<file path="src/rtl/prog_counter_pkg.sv">
// prog_counter shared definitions: mode encodings and direction levels.
// Used by prog_counter and prog_counter_presc.
package prog_counter_pkg;

  typedef enum logic [1:0] {
    MODE_UP_WRAP   = 2'b00,
    MODE_DOWN_WRAP = 2'b01,
    MODE_UP_SAT    = 2'b10,
    MODE_BOUNCE    = 2'b11
  } mode_e;

  localparam logic DIR_UP   = 1'b1;
  localparam logic DIR_DOWN = 1'b0;

endpackage

</file>
<file path="src/rtl/prog_counter_presc.sv">
// Clock-enable prescaler: strobes once every presc+1 enabled cycles.
// Built only when PROG_COUNTER_PRESCALER_EN is defined.
module prog_counter_presc
  import prog_counter_pkg::*;
#(
  parameter int PRESC_W = 4
) (
  input  logic               i_clk,
  input  logic               i_rst,
  input  logic               i_clr,
  input  logic               i_en,
  input  logic [PRESC_W-1:0] i_presc,
  output logic               o_strobe
);

  logic [PRESC_W-1:0] r_cnt;
  logic               w_hit;

  assign w_hit    = (r_cnt == i_presc);
  assign o_strobe = w_hit;

  always_ff @(posedge i_clk) begin
    if (i_rst || i_clr) begin
      r_cnt <= '0;
    end else if (i_en) begin
      r_cnt <= w_hit ? '0 : r_cnt + PRESC_W'(1);
    end
  end

endmodule

</file>
<file path="src/rtl/prog_counter.sv">
// Programmable counter: wrap/saturate/bounce modes, limit, load, tc pulse.
// Optional prescaler enabled by defining PROG_COUNTER_PRESCALER_EN.
module prog_counter
  import prog_counter_pkg::*;
#(
  parameter int WIDTH   = 8,
  parameter int PRESC_W = 4
) (
  input  logic               clk,
  input  logic               rst,
  input  logic               en,
  input  logic               load,
  input  logic [WIDTH-1:0]   load_val,
  input  logic [1:0]         mode,
  input  logic [WIDTH-1:0]   limit,
  input  logic [PRESC_W-1:0] presc,
  output logic [WIDTH-1:0]   count,
  output logic               tc,
  output logic               dir
);

  localparam logic [WIDTH-1:0] ONE = WIDTH'(1);

  logic [WIDTH-1:0] r_count;
  logic             r_tc;
  logic             r_dir;

  logic             w_strobe;
  logic             w_tick;
  logic [WIDTH-1:0] w_nc;
  logic             w_ntc;
  logic             w_ndir;
  logic [WIDTH-1:0] w_load_c;
  logic             w_at_lim;
  logic             w_zero;
  logic             w_lim0;
  mode_e            w_mode;

`ifdef PROG_COUNTER_PRESCALER_EN
  prog_counter_presc #(
    .PRESC_W (PRESC_W)
  ) u_presc (
    .i_clk    (clk),
    .i_rst    (rst),
    .i_clr    (load),
    .i_en     (en),
    .i_presc  (presc),
    .o_strobe (w_strobe)
  );
`else
  logic w_unused;
  assign w_unused = ^presc;
  assign w_strobe = 1'b1;
`endif

  assign w_mode   = mode_e'(mode);
  assign w_tick   = en & w_strobe;
  assign w_at_lim = (r_count >= limit);
  assign w_zero   = (r_count == '0);
  assign w_lim0   = (limit == '0);
  assign w_load_c = (load_val > limit) ? limit : load_val;

  always_comb begin
    w_nc   = r_count;
    w_ntc  = 1'b0;
    w_ndir = (w_mode == MODE_DOWN_WRAP) ? DIR_DOWN : DIR_UP;
    if (w_mode == MODE_BOUNCE) w_ndir = r_dir;
    if (w_tick) begin
      unique case (w_mode)
        MODE_UP_WRAP: begin
          if (w_at_lim) begin
            w_nc  = '0;
            w_ntc = 1'b1;
          end else begin
            w_nc = r_count + ONE;
          end
        end
        MODE_DOWN_WRAP: begin
          if (w_zero) begin
            w_nc  = limit;
            w_ntc = 1'b1;
          end else if (r_count > limit) begin
            w_nc = limit;
          end else begin
            w_nc = r_count - ONE;
          end
        end
        MODE_UP_SAT: begin
          if (!w_at_lim) begin
            w_nc  = r_count + ONE;
            w_ntc = (r_count + ONE == limit);
          end else begin
            w_nc = limit;
          end
        end
        MODE_BOUNCE: begin
          // Turnaround steps one away from the end it just hit
          if (r_dir == DIR_UP) begin
            if (w_at_lim) begin
              w_ndir = DIR_DOWN;
              w_nc   = w_lim0 ? '0 : limit - ONE;
              w_ntc  = 1'b1;
            end else begin
              w_nc = r_count + ONE;
            end
          end else begin
            if (w_zero) begin
              w_ndir = DIR_UP;
              w_nc   = w_lim0 ? '0 : ONE;
              w_ntc  = 1'b1;
            end else begin
              w_nc = r_count - ONE;
            end
          end
        end
      endcase
    end
  end

  always_ff @(posedge clk) begin
    if (rst) begin
      r_count <= '0;
      r_tc    <= 1'b0;
      r_dir   <= DIR_UP;
    end else if (load) begin
      r_count <= w_load_c;
      r_tc    <= 1'b0;
      r_dir   <= (w_mode == MODE_DOWN_WRAP) ? DIR_DOWN : DIR_UP;
    end else begin
      r_count <= w_nc;
      r_tc    <= w_ntc;
      r_dir   <= w_ndir;
    end
  end

  assign count = r_count;
  assign tc    = r_tc;
  assign dir   = r_dir;

endmodule
</file>
<file path="config.mk">
export PLATFORM = sky130hd
export DESIGN_NAME = prog_counter
export DESIGN_NICKNAME = d
export VERILOG_FILES = /design/src/rtl/prog_counter_pkg.sv /design/src/rtl/prog_counter_presc.sv /design/src/rtl/prog_counter.sv
export SDC_FILE = /design/constraint.sdc
export NUM_CORES = 1
export LEC_CHECK = 0
export ABC_AREA = 1
export ABC_CLOCK_PERIOD_IN_PS = 2370
export CAP_MARGIN = 10
export CORE_MARGIN = 4
export CORE_UTILIZATION = 45
export DETAILED_ROUTE_END_ITERATION = 8
export DONT_BUFFER_PORTS = 1
export SLEW_MARGIN = 10
export SYNTH_ARGS = -nofsm -noshare
export SYNTH_HDL_FRONTEND = slang
export SYNTH_SLANG_ARGS = --single-unit
</file>
<file path="constraint.sdc">
create_clock -name clk -period 2.37 [get_ports clk]
set_input_delay 0.474 -clock clk [delete_from_list [all_inputs] [get_ports clk]]
set_output_delay 0.474 -clock clk [all_outputs]
set_load 0.01 [all_outputs]
</file>
## Yosys cells after proc, flatten, opt, wreduce, memory -nomap -nowiden

Index checks and enable logic that the tools add are counted.

| operators by class | value |
|---|---|
| add/sub/neg operators | 3 |
| $lt $le $gt $ge | 3 |
| equality and inequality tests | 4 |
| multiplexer cells | 26 |
| bitwise gates (word level) | 1 |
| reduce and logical (&&, ||, !) cells | 5 |

Operators by type and width:

| cell | count |
|---|---|
| two-way mux 8 bit | 11 |
| one-hot mux 8 bit (4 select lines) | 1 |
| > comparator 8 bit | 2 |
| logical NOT 8 bit | 2 |
| subtractor 8 x 1 -> 8 bit (second input constant) | 2 |
| two-way mux 1 bit | 13 |
| adder 8 x 1 -> 8 bit (second input constant) | 1 |
| equality test 8 bit | 1 |
| >= comparator 8 bit | 1 |
| equality test 2 bit (second input constant) | 2 |
| one-hot mux 1 bit (4 select lines) | 1 |
| OR reduction 3 bit | 1 |
| equality test 2 x 1 -> 1 bit (second input constant) | 1 |
| logical NOT 2 bit | 1 |
| nonzero test 2 bit | 1 |
| inverter 1 bit | 1 |

| word-level totals | value |
|---|---|
| register bits after elaboration | 10 |
| input bits | 26 |
| output and inout port bits | 10 |
| logic and storage cells | 45 |

## Logic depth before layout (Yosys ltp)

| logic depth | value |
|---|---|
| word-level depth | 8 |
| gate-level depth with buffers | 16 |
| mapped depth without buffers | 16 |

## Least setup slack after synthesis

Ideal clock, no wire load.

| timing | value |
|---|---|
| kind | input to register |
| start | in limit[2] |
| end | reg r_count[1] (netlist: count[1]) |
| setup time | 0.122 ns |
| arrival time | 1.914 ns |
| data required time | 2.248 ns |
| slack | 0.335 ns |
| cell stages on the path | 16 |
| buffers on the path | 2 |
| cells stage by stage | buf_4 inv_1 ha_1 nand2_1 inv_1 nand2_1 nand2_1 nand2_1 nand3_4 buf_6 nand2_1 nand3_1 nand2_1 nand3_1 nand2_1 a21oi_2 |

| on the way | value |
|---|---|
| longest elaborated chain between the ends | 7 |
| elaborated cells between the ends (all ways) | 15 |
| classes of those cells | order compare: 3; mux: 11; reduce/logical: 1 |

Ends and longest elaborated chain:

| item | RTL line | source |
|---|---|---|
| start: declaration | prog_counter.sv:15 | `input logic [WIDTH-1:0] limit,` |
| branches (longest 6 deep; another with >= comparator 8 bit) | n/a |  |
| two-way mux 8 bit * | prog_counter.sv:125 | `end else if (load) begin` |
| end signal: assignment | prog_counter.sv:126 | `r_count <= w_load_c;` |
| end signal: assignment | prog_counter.sv:130 | `r_count <= w_nc;` |
| end: declaration | prog_counter.sv:24 | `logic [WIDTH-1:0] r_count;` |

Every way passes the cells marked *. The select of a mux whose other input is x is not followed.
A chain may end at the register's enable or synchronous reset.

## Worst setup path after layout

| timing | value |
|---|---|
| start | reg r_count[7] (netlist: count[7]) |
| end | reg r_count[3] (netlist: count[3]) |

| on the way | value |
|---|---|
| longest elaborated chain between the ends | 6 |
| elaborated cells between the ends (all ways) | 13 |
| classes of those cells | order compare: 2; mux: 10; reduce/logical: 1 |

Ends and longest elaborated chain:

| item | RTL line | source |
|---|---|---|
| >= comparator 8 bit, or another cell as far along | prog_counter.sv:58 | `assign w_at_lim = (r_count >= limit);` |
| two-way mux 8 bit, on equally long branches | prog_counter.sv:99, prog_counter.sv:82, prog_counter.sv:107 |  |
| two-way mux 8 bit, on equally long branches | prog_counter.sv:98, prog_counter.sv:79 |  |
| one-hot mux 8 bit (4 select lines) * | prog_counter.sv:69 | `unique case (w_mode)` |
| two-way mux 8 bit * | prog_counter.sv:68 | `if (w_tick) begin` |
| two-way mux 8 bit * | prog_counter.sv:125 |  |

Every way passes the cells marked *; elsewhere a longest branch is shown, timed or not. The select of a mux whose other input is x is not followed.

==> impl_metrics.py <==
metrics = {
    "cts": {
        "cts_tree": "yes",
        "htreeDepth": 1,
        "clock-sinks": 10,
        "cts_setup_buffers": 0,
        "cts_buffer_depth": 2,
        "cts_resized": 0,
        "cts-buffers-inserted": 3,
        "hold_buffers": 0,
        "clk_pin_slew_ns": 0.06,
        "cts-root-buf": "clkbuf_8",
        "insertion_delay_ns": 0.25,
    },
    "timing": {
        "fin_crit_ns": 2.08,
        "holdWs_ns": 0.363,
        "fmax_ghz": 0.482,
        "tns_ns": 0,
        "setup_viol": 0,
        "setup_slack_ns": 0.294,
        "finalHoldViolCount": 0,
        "rsz0062_at_grt": "no",
        "slew_headroom_pct": 60.6,
        "skew_ns": 0.00246,
        "min_period_over_period_pct": 87.6,
        "tightestPinTransition_ns": 0.590,
        "drv_slew": 0,
    },
    "global_route": {
        "grt_pass1_vias": 2470,
        "use_met2_pct": 42.7,
        "grt_pass1_wl_um": 12600,
        "gr-total-overflow": 0,
        "track_usage_pct": 25.8,
        "met1_usage_pct": 33.1,
        "antenna_found_initial": 0,
        "busiest_layer": "met2",
        "grt_max_degree": 20,
        "use_met3_pct": 5.87,
    },
    "critical_path": {
        "cpMostUsedCell": "nand2_1",
        "crit_family": "simple AND/OR/NAND/NOR gates",
        "critPathSlowestCell": "dfxtp_1",
        "crit_required_ns": 2.51,
        "critPathBufInv": 0,
        "critical_path.max_fanout": 9,
        "worst-setup-path-type": "register to register",
        "worstSetupStartpointType": "register",
        "path_cells": "ha_1, nand2_1, nor2_2, nand2_1, nand2_1, nand2_2, nand2_4, nand2_1, nand3_1, nand3_1, nand2_1, a21oi_1",
        "reg2reg_depth": 12,
        "end_kind": "register",
        "path_depth": 12,
        "cpPeakStageDelay_ns": 0.32,
        "arrival_ns": 2.21,
    },
    "synth": {
        "synth_xor_area_share_pct": 4.50,
        "ys_warn_count": 0,
        "synth_edf_count": 0,
        "synth_top_area_share_pct": 16.3,
        "syn_area_sq_um": 2310,
        "yosys.area_share.adder_pct": 10.8,
        "syn_avg_cell_area_sq_um": 5.74,
        "synth_seq_area_share_pct": 8.68,
        "synth_top_cell_by_area": "nand2_1",
        "synthFlopType": "dfxtp_1",
        "ys_ff_latch": 10,
        "synth_compound_gate_area_share_pct": 15.8,
        "syn-num-nets": 448,
        "postSynth.asyncResetShare_pct": 0,
        "ys_types": 38,
        "synth_top_family_by_area": "simple AND/OR/NAND/NOR gates",
        "synthTopCellsByArea": "nand2_1, nand3_1, ha_1, dfxtp_1, a21oi_1",
        "synth_mux_area_share_pct": 0,
        "synthCells": 402,
        "yosys.area_share.simple_pct": 48.3,
    },
    "outcome": {
        "status": "completed",
    },
    "routing": {
        "drt-initial-drc-count": 244,
        "ant_nets": 0,
        "drt_wl_total_um": 7900,
        "viasPerCell": 5.77,
        "drt_pass1_iterations": 5,
        "num_vias": 2786,
        "routedWlPerCell_um": 16.3,
        "drc": 0,
    },
    "layout": {
        "instances_no_fill": 483,
        "multiInputGateArea_sq_um": 1830,
        "diodes": 0,
        "layout.cells.most_common": "nand2_1",
        "layout_common_cells": "nand2_1, nand3_1, nor2_1",
        "n_fill_cell": 560,
        "seq_area_sq_um": 200,
        "nets": 463,
        "layout-drive-gt1-share_pct": 13.7,
        "syn2layout_area_growth_pct": 9.22,
    },
    "place": {
        "hpwl_um": 6180,
        "io_buffers": 0,
        "post-place-ws_ns": 0.128,
        "gp_congestion": 0.965,
        "placed_cells": 479,
    },
    "pwr": {
        "total_leakage_power_nw": 1.25,
        "vdd_ir_drop_max_mv": 0.232,
        "power.density_nw_per_um2": 422,
    },
    "die": {
        "die_y_um": 79.6,
        "die_w_um": 79.6,
        "coreArea_sq_um": 4850,
        "start_util_pct": 47.6,
        "io_pins": 36,
        "die-area_sq_um": 6340,
        "std_cell_rows": 25,
    },
    "worst_hold_path": {
        "hp-class": "input port to register",
        "holdPathStages": 2,
    },
    "job": {
        "maxCapViolations": 0,
    },
}
## synthesized netlist by cell type (2+ instances only)
| library cell | number |
|---|---|
| nand4_1 | 12 |
| buf_2 | 4 |
| inv_1 | 39 |
| dfxtp_1 | 10 |
| inv_2 | 5 |
| nor2_4 | 3 |
| nor2_1 | 40 |
| nand4_2 | 2 |
| nand3_1 | 56 |
| o21ai_0 | 22 |
| buf_4 | 4 |
| nand2_1 | 100 |
| nand2_2 | 3 |
| nor3_1 | 5 |
| a21oi_2 | 3 |
| buf_6 | 4 |
| xor2_1 | 9 |
| nand2_4 | 2 |
| a21oi_1 | 32 |
| ha_1 | 20 |
| o21ai_1 | 5 |
| nor2_2 | 6 |
## logic make-up (layout without fill, tap and decap cells)
kind of cell / count (synthesis) / in the layout
AND/OR/NAND/NOR: 235 / 235
AO/OA/AOI/OAI: 67 / 67
buffers and inverters: 59 / 73
adder cells (fa/ha/maj): 20 / 20
XOR/XNOR: 11 / 11
flip-flops: 10 / 10
## flip-flops by register name, summed over array words and instances (netlist names)
register,cells
count,8
tc,1
dir,1
## stage by stage
stage	util, %	total power [mW]	area (sq um)
after global placement	50.8	0.820	2460
after detailed placement	50.8	0.828	2460
after CTS	52.0	1.06	2520
after floorplan	-	0.691	2310
final	52.0	1.06	2520
after global routing	52.0	1.16	2520
## final cells by class
type                    count  share of cell area [%]
flip-flops and latches     10                    7.94
inverters                  45                    6.70
repair buffers             24                    7.15
clock buffers               4                    2.18
multi-input cells         333                    72.7
well taps                  67                    3.33
## worst paths after layout
kind / to / slack (ns) / from
setup / recovery: count[3] / 0.29 / count[7]
hold reg to reg: count[7] / 0.73 / count[7]
hold / removal: dir / 0.36 / rst
setup reg to reg: count[3] / 0.29 / count[7]
## power breakdown
part	leakage [nW]	total [mW]	internal (mW)	switching, mW
logic	1.14	0.640	0.226	0.414
clock network	0.0288	0.230	0.147	0.0833
registers	0.0829	0.193	0.184	0.00844
total	1.25	1.06	0.558	0.506
## worst register-to-register path: stages (launching register included)
cell and delay [ns]:
dfxtp_1 0.32, ha_1 0.29, nand2_1 0.08, nor2_2 0.24, nand2_1 0.24, nand2_1 0.14, nand2_2 0.15, nand2_4 0.15
nand2_1 0.06, nand3_1 0.06, nand3_1 0.07, nand2_1 0.10, a21oi_1 0.07
## metal layers
layer  up-vias  share of wire [%]
met3        26                9.7
li1       1366                  -
met4         0                3.7
met1      1242                 41
met5         -                  0
met2       152                 45
Note: power is estimated with default switching activity, not from simulation.
